$ cat config.mk
export PLATFORM = sky130hd
export DESIGN_NAME = pc_fetch_unit
export DESIGN_NICKNAME = d
export VERILOG_FILES = /design/src/rtl/pc_fetch_unit.sv
export SDC_FILE = /design/constraint.sdc
export NUM_CORES = 1
export LEC_CHECK = 0
export ABC_AREA = 1
export CAP_MARGIN = 10
export CORE_MARGIN = 5
export CORE_UTILIZATION = 52
export CTS_CLUSTER_DIAMETER = 100
export CTS_CLUSTER_SIZE = 25
export DETAILED_ROUTE_END_ITERATION = 12
export PLACE_DENSITY_LB_ADDON = 0.3
export SLEW_MARGIN = 20
export SYNTH_ARGS = -nofsm -noshare
export SYNTH_HDL_FRONTEND = slang
export SYNTH_SLANG_ARGS = --single-unit
$ cat constraint.sdc
create_clock -name clk -period 3.3 [get_ports clk]
set_clock_uncertainty 0.2 [all_clocks]
set_input_delay 0.495 -clock clk [delete_from_list [all_inputs] [get_ports clk]]
set_output_delay 0.495 -clock clk [all_outputs]
set_load 0.005 [all_outputs]
$ cat src/rtl/pc_fetch_unit.sv
// pc_fetch_unit: instruction-fetch stage for the MIPS datapath.
// Holds the PC, issues one outstanding imem request at a time, presents the
// fetched word with its PC and PC+4, and picks the next PC at accept time
// from the jump / branch fields supplied by decode and the ALU zero flag.
// Optional build macro: FETCH_PERF_CNT_EN enables the perf_fetched /
// perf_stall counters; without it both outputs are tied to zero.
module pc_fetch_unit #(
  parameter logic [31:0] RESET_PC = 32'h0040_0000,
  parameter logic [15:0] MAX_WAIT = 16'd255
) (
  input  logic        clk,
  input  logic        rst_n,
  output logic        imem_req,
  output logic [31:0] imem_addr,
  input  logic        imem_ready,
  input  logic [31:0] imem_rdata,
  output logic        instr_valid,
  input  logic        instr_ready,
  output logic [31:0] instr,
  output logic [31:0] instr_pc,
  output logic [31:0] pc_plus4,
  input  logic        branch_en,
  input  logic        alu_zero,
  input  logic [15:0] branch_imm,
  input  logic        jump_en,
  input  logic [25:0] jump_index,
  output logic        fetch_err,
  output logic [31:0] perf_fetched,
  output logic [31:0] perf_stall
);

  typedef enum logic [1:0] {S_FETCH, S_HOLD, S_ERR} state_t;

  state_t      state_reg, state_next;
  // Reset lands in S_FETCH with the request still low; this flag raises the
  // request on the first edge after reset release.
  logic        armed_reg;
  logic [15:0] wait_cnt_reg;
  logic [31:0] addr_reg, instr_reg, instr_pc_reg, pc_plus4_reg;

  logic        fetch_active, fetch_hit, fetch_miss, accept, wait_expire;
  logic [15:0] wait_inc;
  logic [31:0] branch_off, next_pc;

  assign fetch_active = (state_reg == S_FETCH) && armed_reg;
  assign fetch_hit    = fetch_active && imem_ready;
  assign fetch_miss   = fetch_active && !imem_ready;
  assign accept       = (state_reg == S_HOLD) && instr_ready;
  assign wait_inc     = wait_cnt_reg + 16'd1;
  assign wait_expire  = (MAX_WAIT != 16'd0) && (wait_inc == MAX_WAIT);
  assign branch_off   = {{14{branch_imm[15]}}, branch_imm, 2'b00};

  // State register
  always_ff @(posedge clk or negedge rst_n) begin
    if (!rst_n) state_reg <= S_FETCH;
    else        state_reg <= state_next;
  end

  // Next-state logic
  always_comb begin
    state_next = state_reg;
    case (state_reg)
      S_FETCH: begin
        if (fetch_hit)                      state_next = S_HOLD;
        else if (fetch_miss && wait_expire) state_next = S_ERR;
      end
      S_HOLD:  if (instr_ready) state_next = S_FETCH;
      S_ERR:   state_next = S_ERR;
      default: state_next = S_FETCH;
    endcase
  end

  // FSM outputs
  always_comb begin
    imem_req    = fetch_active;
    instr_valid = (state_reg == S_HOLD);
    fetch_err   = (state_reg == S_ERR);
  end

  // Next PC: jump beats a taken branch; only consumed at accept
  always_comb begin
    next_pc = pc_plus4_reg;
    if (jump_en)                    next_pc = {pc_plus4_reg[31:28], jump_index, 2'b00};
    else if (branch_en && alu_zero) next_pc = pc_plus4_reg + branch_off;
  end

  // Fetch address, captured instruction and wait counter
  always_ff @(posedge clk or negedge rst_n) begin
    if (!rst_n) begin
      armed_reg    <= 1'b0;
      wait_cnt_reg <= 16'd0;
      addr_reg     <= RESET_PC;
      instr_reg    <= 32'd0;
      instr_pc_reg <= 32'd0;
      pc_plus4_reg <= 32'd0;
    end else begin
      armed_reg <= 1'b1;
      if (fetch_hit) begin
        instr_reg    <= imem_rdata;
        instr_pc_reg <= addr_reg;
        pc_plus4_reg <= addr_reg + 32'd4;
      end
      if (accept) begin
        addr_reg     <= next_pc;
        wait_cnt_reg <= 16'd0;
      end else if (fetch_miss) begin
        wait_cnt_reg <= wait_inc;
      end
    end
  end

  assign imem_addr = addr_reg;
  assign instr     = instr_reg;
  assign instr_pc  = instr_pc_reg;
  assign pc_plus4  = pc_plus4_reg;

`ifdef FETCH_PERF_CNT_EN
  logic [31:0] perf_fetched_reg, perf_stall_reg;

  // Performance counters: completed fetches and imem wait cycles
  always_ff @(posedge clk or negedge rst_n) begin
    if (!rst_n) begin
      perf_fetched_reg <= 32'd0;
      perf_stall_reg   <= 32'd0;
    end else begin
      if (fetch_hit)  perf_fetched_reg <= perf_fetched_reg + 32'd1;
      if (fetch_miss) perf_stall_reg   <= perf_stall_reg + 32'd1;
    end
  end

  assign perf_fetched = perf_fetched_reg;
  assign perf_stall   = perf_stall_reg;
`else
  assign perf_fetched = 32'h0;
  assign perf_stall   = 32'h0;
`endif

endmodule

==> out/results.tsv <==
stage	metric	value	unit
global_routing	grt_use_met1	0.361	
timing	finalSetupViolations	0	
cells_and_area	final_nets	1612	
cells_and_area	drive_gt1_frac	0.0529	
detailed_routing	vias	9305	
synthesis	synth_top_cell_area_share	0.386	
global_routing	use_met2	0.463	
timing	hold_violations	0	
detailed_routing	via_per_inst	5.35	
global_routing	grt_start_max_net_pins	54	
setup_path	crit_chain	clkdlybuf4s50_1, buf_12, ha_1, nand2_1, nor2_1, inv_1, nor2_1, nand4_1, nand3_1, nand2_1, nand3_1, nand2_1, nand2_1, nand2_1	
detailed_routing	wire_per_inst	16.9	µm
synthesis	synthArstFlopShare	1.00	
detailed_routing	dr.pass1.iters	5	
setup_path	crit_path_end	imem_addr[21]	
placed_design	dpl_worst_slack	0.225	ns
setup_path	crit_type	in -> reg	
detailed_routing	drt_iter0_drc	686	
setup_path	arrival	2.80	ns
clock_network	path_clk_slew	0.06	ns
timing	fin_crit_sh	0.813	
cells_and_area	fill_cells	1541	
power	leakage	5.85	nW
setup_path	max_stage_delay	0.48	ns
setup_path	crit_path_start	branch_imm[15]	
synthesis	dominantRegCellSynth	dfrtp_1	
synthesis	ys_top_cells_by_count	nand2_1, dfrtp_1, inv_1	
die	initial_utilization	0.524	
job	maxCapViolCount	0	
power	powerDensity	883	nW/µm²
die	ios	276	
clock_network	postCtsSetupBuffers	0	
setup_path	cp_slowest_cell	clkdlybuf4s50_1	
setup_path	r2r_slack	0.80	ns
synthesis	synthTopCellsByArea	dfrtp_1, nand2_1, buf_4	
timing	worstMarginPinSlew	0.656	ns
synthesis	yosys_warnings	0	
placed_design	gp_congestion	0.894	
timing	maxSlewViolCount	0	
detailed_routing	drc	0	
placed_design	portBuffers	211	
setup_path	crit_buf_inv	3	
hold_path	hold_class	reg -> reg	
setup_path	cp.depth	14	
setup_path	start_kind	input port	
die	die_h	144	µm
timing	fin_crit	2.68	ns
die	die_area	20800	µm²
timing	worst_slack	0.617	ns
cells_and_area	area_growth	29.8	%
clock_network	cts_tree	yes	
placed_design	dp.cells	1707	
placed_design	hpwl	22700	µm
setup_path	timing.rr.start	pc_plus4[16]	
clock_network	htreeDepth	4	
power	ir_drop	0.000474	V
global_routing	grt_first_pass_wirelength	45700	µm
setup_path	crit_path_end_kind	flip-flop	
synthesis	netlist_area	9350	µm²
global_routing	grtUsageTotal	0.281	
clock_network	clock_latency	0.42	ns
synthesis	yosysSeqAreaShare	0.388	
setup_path	rr_worst_depth	12	
cells_and_area	fin_cells	1740	
die	die_w	144	µm
cells_and_area	multi_input_area	4830	µm²
timing	fin_tns_setup	0	ns
setup_path	rr_endpoint	imem_addr[21]	
timing	max_freq	373	MHz
global_routing	use_met3	0.0711	
clock_network	root_buffer	clkbuf_16	
synthesis	yosysTopAreaCell	dfrtp_1	
clock_network	clockBufferDepth	2	
die	std_cell_rows	49	
clock_network	cts.sinks	145	
cells_and_area	antenna_cells	0	
synthesis	syn_inst	1290	
cells_and_area	seq_area	3630	µm²
setup_path	critPathTopFamily	simple AND/OR/NAND/NOR gates	
setup_path	cp_max_fo	15	
synthesis	ys_types	52	
global_routing	first_global_vias	8797	
die	core	17800	µm²
synthesis	yosysMostFrequentCell	nand2_1	
detailed_routing	postRouteAntennaNets	0	
synthesis	synth_edf_count	0	
global_routing	busiest_layer	met2	
setup_path	critical_path_required	3.41	ns
setup_path	cp_common_cell	nand2_1	
timing	rsz0062_at_grt	false	
global_routing	grt_overflow	0	
synthesis	syn_avg_cell_area	7.24	µm²
timing	slew_headroom	0.562	
synthesis	synth-seq-cells	145	
global_routing	antenna_found_initial	0	
clock_network	cts_buffers	17	
status	outcome	finished, final reports clean	
detailed_routing	wl	29400	µm
[layout by cell type (no fill, tap or decap), types with 4 or more instances in the layout]
cell type and instances:
xor2_1 17, o211ai_1 15, nand4_1 19, o21a_1 11, nor3_2 4, nand3_1 69
clkdlybuf4s50_1 210, a21oi_1 65, ha_1 32, buf_4 15, nor2_1 113, inv_2 7
conb_1 65, inv_1 115, nand2_1 410, nor3_1 19, a22oi_1 4, o21ai_0 66
clkbuf_16 17, nand3_2 5, o22ai_1 8, o21bai_1 7, dfrtp_1 144, nand3b_1 4
clkinv_4 4, o21ai_1 9, xnor2_1 6
[per-stage QoR]
| stage | instance area [µm²] | power (mW) | hold WS (ns) | utilization |
|---|---|---|---|---|
| after floorplan | 9580 | 5.99 | -0.000591 | - |
| after global placement | 11500 | 8.56 | 0.253 | 0.645 |
| after detailed placement | 11500 | 8.66 | 0.258 | 0.645 |
| after CTS | 12100 | 10.7 | 0.273 | 0.680 |
| after global routing | 12100 | 11.5 | 0.296 | 0.680 |
| final | 12100 | 10.7 | 0.270 | 0.680 |
[worst min-delay path by stage]
stage | from | to | depth (start not counted)
5_1_grt | instr[18] | instr[18] | 2
3_5_place_dp | rst_n | imem_addr[0] | 1
6_report | instr[27] | instr[27] | 2
3_3_place_gp | instr[5] | instr[5] | 2
4_1_cts | instr_pc[19] | instr_pc[19] | 2
2_1_floorplan | rst_n | armed_reg | 0
[routing by layer]
layer	part of all wire	routed length [µm]
met1	0.40	11900
met3	0.095	2780
met2	0.47	13800
met5	0	0
met4	0.030	896
[layout make-up]
cell class	count	area share
tap	229	0.0236
inverter	124	0.0385
timing repair buffer	230	0.189
multi-input combinational	980	0.398
sequential	145	0.299
clock buffer	20	0.0368
clock inverter	12	0.0142
[logic make-up (layout without fill, tap and decap cells)]
| group | Yosys count | count (layout) | synth area share |
|---|---|---|---|
| flops | 145 | 145 | 0.388 |
| buf+inv | 228 | 386 | 0.120 |
| other cells | 2 | 65 | 0.000804 |
| compound gates | 198 | 198 | 0.123 |
| mux | 1 | 1 | 0.00107 |
| xor+xnor | 23 | 23 | 0.0216 |
| simple gates | 660 | 660 | 0.300 |
| fa+ha+maj | 33 | 33 | 0.0450 |
[report_power, final]
| part | internal, mW | switching [mW] | total (mW) |
|---|---|---|---|
| logic | 2.52 | 2.64 | 5.15 |
| clock network | 1.23 | 0.810 | 2.04 |
| registers | 2.60 | 0.917 | 3.52 |
| total | 6.35 | 4.36 | 10.7 |
[worst reg2reg max path, delay by kind of cell, from the launching register on]
kind,cells,cell delay [ns]
AND/OR/NAND/NOR,10,1.21
flip-flops,1,0.45
adder cells (fa/ha/maj),1,0.43
buffers and inverters,1,0.10
[timing repair]
action / in CTS / in global routing
gates resized for setup: 0 / 0
hold buffers: 1 / 0
hold endpoints to repair: 44 / 0
No activity file was read; power rests on OpenSTA's default activity.
